**src/rtl/regfile_wb_arbiter.sv**
```systemverilog
// regfile_wb_arbiter
// ------------------
// Shares the single register-file write port between the ALU writeback
// requester (A) and the load/memory writeback requester (M) with round-robin
// arbitration. The winning write is registered so it is stable across the
// register file's negedge write. A per-register busy scoreboard tracks
// reserved destinations and produces the decode read-hazard stall.
//
// Handshake: a requester raises *_valid with stable addr/data and keeps them
// stable until it sees *_ready high in the same cycle; valid & ready at a
// posedge is one transfer. *_ready never depends on anything but the valids
// and the round-robin state, so a requester may wait on it combinationally.
//
// Optional build macro: R0_HARDWIRED_EN
//   defined   - register 0 is constant: writes to r0 are accepted but never
//               strobe rf_write, and busy[0] is held at 0.
//   undefined - register 0 behaves like any other register.
//
// Ports:
//   clk, reset (async, active-low)
//   a_valid/a_addr/a_data/a_ready   ALU writeback request
//   m_valid/m_addr/m_data/m_ready   memory writeback request
//   issue_valid/issue_reg/issue_ready  destination reservation
//   rs1/rs2/rs1_chk/rs2_chk         decode source operands
//   flush                           synchronous scoreboard clear
//   rf_write/rf_addr/rf_data        registered register-file write port
//   stall                           read hazard
//   busy                            scoreboard vector (one bit per register)
//   idle                            no reservations outstanding
module regfile_wb_arbiter #(
  parameter int DATA_W     = 32,
  parameter int ADDR_W     = 5,
  parameter int START_PRIO = 0
) (
  input  logic                     clk,
  input  logic                     reset,
  input  logic                     a_valid,
  input  logic [ADDR_W-1:0]        a_addr,
  input  logic [DATA_W-1:0]        a_data,
  output logic                     a_ready,
  input  logic                     m_valid,
  input  logic [ADDR_W-1:0]        m_addr,
  input  logic [DATA_W-1:0]        m_data,
  output logic                     m_ready,
  input  logic                     issue_valid,
  input  logic [ADDR_W-1:0]        issue_reg,
  output logic                     issue_ready,
  input  logic [ADDR_W-1:0]        rs1,
  input  logic [ADDR_W-1:0]        rs2,
  input  logic                     rs1_chk,
  input  logic                     rs2_chk,
  input  logic                     flush,
  output logic                     rf_write,
  output logic [ADDR_W-1:0]        rf_addr,
  output logic [DATA_W-1:0]        rf_data,
  output logic                     stall,
  output logic [(1<<ADDR_W)-1:0]   busy,
  output logic                     idle
);

  localparam int NREG = 1 << ADDR_W;
  // rr_last encoding: 0 = A was granted last, 1 = M was granted last.
  // Resetting it to the opposite of START_PRIO makes START_PRIO win first.
  localparam logic RR_RESET = (START_PRIO == 0) ? 1'b1 : 1'b0;

  logic              rr_last_q, rr_last_d;
  logic              rf_write_q, rf_write_d;
  logic [ADDR_W-1:0] rf_addr_q, rf_addr_d;
  logic [DATA_W-1:0] rf_data_q, rf_data_d;
  logic [NREG-1:0]   busy_q, busy_d;

  logic              grant_a, grant_m, transfer, win_wr;
  logic [ADDR_W-1:0] win_addr;
  logic [DATA_W-1:0] win_data;

  // Arbitration and write-stage next state.
  always_comb begin
    grant_a   = a_valid & (~m_valid | rr_last_q);
    grant_m   = m_valid & (~a_valid | ~rr_last_q);
    transfer  = grant_a | grant_m;
    win_addr  = grant_m ? m_addr : a_addr;
    win_data  = grant_m ? m_data : a_data;
    rr_last_d = transfer ? grant_m : rr_last_q;
`ifdef R0_HARDWIRED_EN
    // Writes to r0 are consumed but never reach the register file.
    win_wr    = transfer & (win_addr != '0);
`else
    win_wr    = transfer;
`endif
    rf_write_d = win_wr;
    rf_addr_d  = win_wr ? win_addr : rf_addr_q;
    rf_data_d  = win_wr ? win_data : rf_data_q;
  end

  // Scoreboard next state. Order matters: clear from the completing write,
  // then set from a new reservation (set wins), then flush overrides both.
  always_comb begin
    busy_d = busy_q;
    if (rf_write_q) busy_d[rf_addr_q] = 1'b0;
    if (issue_valid && issue_ready) busy_d[issue_reg] = 1'b1;
    if (flush) busy_d = '0;
`ifdef R0_HARDWIRED_EN
    busy_d[0] = 1'b0;
`endif
  end

  always_ff @(posedge clk or negedge reset) begin
    if (!reset) begin
      rr_last_q  <= RR_RESET;
      rf_write_q <= 1'b0;
      rf_addr_q  <= '0;
      rf_data_q  <= '0;
      busy_q     <= '0;
    end else begin
      rr_last_q  <= rr_last_d;
      rf_write_q <= rf_write_d;
      rf_addr_q  <= rf_addr_d;
      rf_data_q  <= rf_data_d;
      busy_q     <= busy_d;
    end
  end

  assign a_ready     = grant_a;
  assign m_ready     = grant_m;
  assign issue_ready = ~busy_q[issue_reg];
  assign stall       = (rs1_chk & busy_q[rs1]) | (rs2_chk & busy_q[rs2]);
  assign idle        = ~|busy_q;
  assign rf_write    = rf_write_q;
  assign rf_addr     = rf_addr_q;
  assign rf_data     = rf_data_q;
  assign busy        = busy_q;

endmodule

```
**config.mk**
```make
export PLATFORM = sky130hd
export DESIGN_NAME = regfile_wb_arbiter
export DESIGN_NICKNAME = d
export VERILOG_FILES = /design/src/rtl/regfile_wb_arbiter.sv
export SDC_FILE = /design/constraint.sdc
export NUM_CORES = 1
export LEC_CHECK = 0
export ABC_AREA = 1
export CAP_MARGIN = 20
export CORE_UTILIZATION = 30
export DETAILED_ROUTE_END_ITERATION = 6
export HOLD_SLACK_MARGIN = 0.06
export PLACE_DENSITY_LB_ADDON = 0.08
export SETUP_SLACK_MARGIN = 0.15
export SLEW_MARGIN = 20
export SYNTH_ARGS = -nofsm -noshare
export SYNTH_HDL_FRONTEND = slang
export SYNTH_SLANG_ARGS = --single-unit
```
**constraint.sdc**
```tcl
create_clock -name clk -period 3.25 [get_ports clk]
set_input_delay 0.975 -clock clk [delete_from_list [all_inputs] [get_ports clk]]
set_output_delay 0.975 -clock clk [all_outputs]
set_load 0.02 [all_outputs]
```
==> impl_metrics.tcl <==
set metrics [dict create \
    outcome "finished clean" \
    htreeDepth 3 \
    initial_core_util 0.310 \
    netlist_instances 768 \
    routed_wire_length_per_instance_um 16.9 \
    hpwlAfterDp_mm 14.5 \
    synth-xor-area-share 0 \
    r2r-end "busy[14]$_DFF_PN0_" \
    regToRegSetupSlack_ns 1.06 \
    cp_data_arrival_time_ns 2.09 \
    busiest_layer "met2" \
    fin_crit_sh 0.943 \
    antenna_cells 0 \
    place_ws_ns -0.765 \
    synth_top_area_cell "dfrtp_1" \
    drv_cap 0 \
    leakage_nw 3.62 \
    ios 172 \
    synth_nets 865 \
    required_ns 2.27 \
    r2r_cells 12 \
    synth_top_area_frac 0.352 \
    synth_compound_area_frac 0.220 \
    wl_mm 20.1 \
    grt.overflow.total 0 \
    finalSetupTns_ns 0 \
    finalWeightedCongestion 0.873 \
    synth_top_flop_cell "dfrtp_1" \
    hold_depth 2 \
    async_flop_share 1.00 \
    hp-start "rr_last_q$_DFFE_PN1P_" \
    rsz0062_at_grt "true" \
    crit_path_end_kind "primary output" \
    post-route-drc-count 0 \
    drt_iter0_drc 420 \
    hold_violations 0 \
    clkLatencyLatePin_ns 0.34 \
    synth_seq_cells 71 \
    nFillCells 1614 \
    grt_util_met3 0.0521 \
    finalSetupViolCount 0 \
    min_period_ns 3.06 \
    grt_pass1_wl_mm 30.9 \
    syn-cell-area_sq_um 4970 \
    vias 6090 \
    synthAdderAreaFrac 0 \
    synth-edff-count 0 \
    yosysSeqAreaShare 0.358 \
    yosys.area_share.simple 0.290 \
    rows 46 \
    synth_area_per_cell_sq_um 6.47 \
    dpl_cell_area_sq_um 7210 \
    via_per_inst 5.13 \
    multi_input_area_sq_um 2660 \
    nets 1064 \
    timing.final.max_slew_violations 0 \
    die_area_sq_um 17100 \
    die_w_um 131 \
    r2r_start "busy[29]$_DFF_PN0_" \
    first_pass_iters 6 \
    fin_total_pwr_mw 3.46 \
    ant_nets 0 \
    hold_path_end "rr_last_q$_DFFE_PN1P_" \
    slew_headroom 0.404 \
    synth.most_common_cell "nand2_1" \
    worstMarginPinSlew_ns 0.890 \
    synthTopCellsByCount "nand2_1, inv_1, a21oi_1" \
    setup.worst_path.start_class "input pin" \
    grt_use_total 0.241 \
    grt_pass1_vias 5748 \
    grtUsageMet1 0.321 \
    die_y_um 131 \
    cts.clk_slew.worst_paths_ns 0.06 \
    layout_setup_ws_ns 0.187 \
    io_buffers 171 \
    cts_inserted_buffers 9 \
    fin_skew_ns 0.00503 \
    path_max_fanout 7 \
    grt_max_degree 47 \
    yosys-mux-area-fraction 0 \
    grt_antenna_before_repair 0 \
    drive_gt1_frac 0.139 \
    fp.coreArea_sq_um 16100 \
    numClockSinks 71 \
    clock_path_buffers 2 \
    peakVddDrop_uv 227 \
    syn_to_final_growth_pct 56.5 \
    cts_tree "built" \
    powerDensity_nw_per_um2 445 \
    yosys.cell_types.count 24 \
    hold_buffers 0 \
    cts-root-buf "clkbuf_16" \
    seq_area_sq_um 1780 \
    min_path_type "register to register" \
    use_met2 0.384 \
    synth_area_leaders "dfrtp_1, nand2_1, a21oi_1" \
    yosysWarnings 0 \
    path_class "input pin to primary output" \
    synth_top_family_by_area "simple AND/OR/NAND/NOR gates" \
    final_cell_area_sq_um 7780 \
    fmax_ghz 0.326 \
]
-- per-stage QoR --
stage	util	cells	hold slack (ns)
final	0.485	1188	0.522
after global routing	0.485	1188	0.558
after CTS	0.472	1182	0.522
after detailed placement	0.449	1163	0.522
after global placement	0.449	1163	0.491
after floorplan	-	768	0.480
-- state kept, by name (all words and copies together), names as in the netlist --
name / flops
busy: 32
rf_data: 32
rf_addr: 5
rf_write: 1
rr_last_q: 1
-- power breakdown --
part	internal (mW)	switching, mW	total (mW)
registers	1.01	0.128	1.13
clock network	0.540	0.403	0.943
logic	0.615	0.772	1.39
-- routing by layer --
| metal | part of all wire | vias up |
|---|---|---|
| li1 | - | 2945 |
| met1 | 0.42 | 2820 |
| met2 | 0.47 | 287 |
| met3 | 0.096 | 38 |
| met4 | 0.022 | 0 |
| met5 | 0 | - |
-- worst max-delay path by stage --
| stage | start | end | cells past startpoint | slack (ns) |
|---|---|---|---|---|
| after CTS | issue_reg[2] | issue_ready | 8 | 0.05 |
| final | issue_reg[0] | issue_ready | 10 | 0.19 |
| after floorplan | issue_reg[0] | issue_ready | 9 | 0.22 |
| after global placement | issue_reg[0] | issue_ready | 10 | -0.78 |
| after detailed placement | issue_reg[0] | issue_ready | 10 | -0.76 |
| after global routing | issue_reg[0] | issue_ready | 10 | 0.14 |
-- logic make-up after synthesis --
logic type / after synthesis
compound gates: 207
buf+inv: 163
flops: 71
simple gates: 327
-- final cells by class --
cell class	count	share of cell area
clock buffer	10	0.0307
inverter	119	0.0580
clock inverter	6	0.00547
multi-input combinational	534	0.341
tap	216	0.0347
sequential	71	0.228
timing repair buffer	232	0.301
-- cells in the final DEF (no fill, tap or decap), types with 2 or more instances in the layout --
cell type / Yosys / final
nand2_4: 0 / 3
nand2_1: 153 / 142
clkbuf_2: 0 / 3
clkdlybuf4s50_1: 0 / 154
nor3_2: 5 / 5
a21oi_2: 0 / 12
clkbuf_16: 0 / 12
a21oi_1: 88 / 76
buf_4: 1 / 46
nor4_1: 9 / 8
inv_1: 116 / 111
clkinvlp_4: 0 / 2
nand2_2: 0 / 8
nor2_1: 87 / 87
buf_12: 0 / 7
a21boi_0: 3 / 3
buf_6: 5 / 5
o22ai_1: 37 / 37
inv_6: 0 / 2
o21ai_1: 24 / 43
dfrtp_1: 70 / 70
o21ai_0: 54 / 35
buf_16: 0 / 3
nor3_1: 11 / 11
nor2_4: 2 / 2
nand3_1: 24 / 20
buf_2: 6 / 4
dlygate4sd2_1: 0 / 5
nand4_1: 34 / 34
nand3_2: 0 / 4
inv_2: 3 / 6
clkinv_2: 0 / 2
inv_4: 0 / 2
-- worst max-delay path: stages --
cell and delay (ns):
buf_12 0.12, buf_12 0.14, nand2_2 0.05, nand2_1 0.05, nand2_1 0.05, nand2_1 0.07
nand2_1 0.08, nand2_2 0.07, nor4_4 0.30, buf_4 0.19
-- what timing repair did --
item                       in CTS  in global routing
setup endpoints to repair       5                  2
setup buffers                   0                  2
pin swaps                       8                 25
gates cloned                    3                  4
gates resized for setup        68                 55
(Power assumes the default switching activity.)
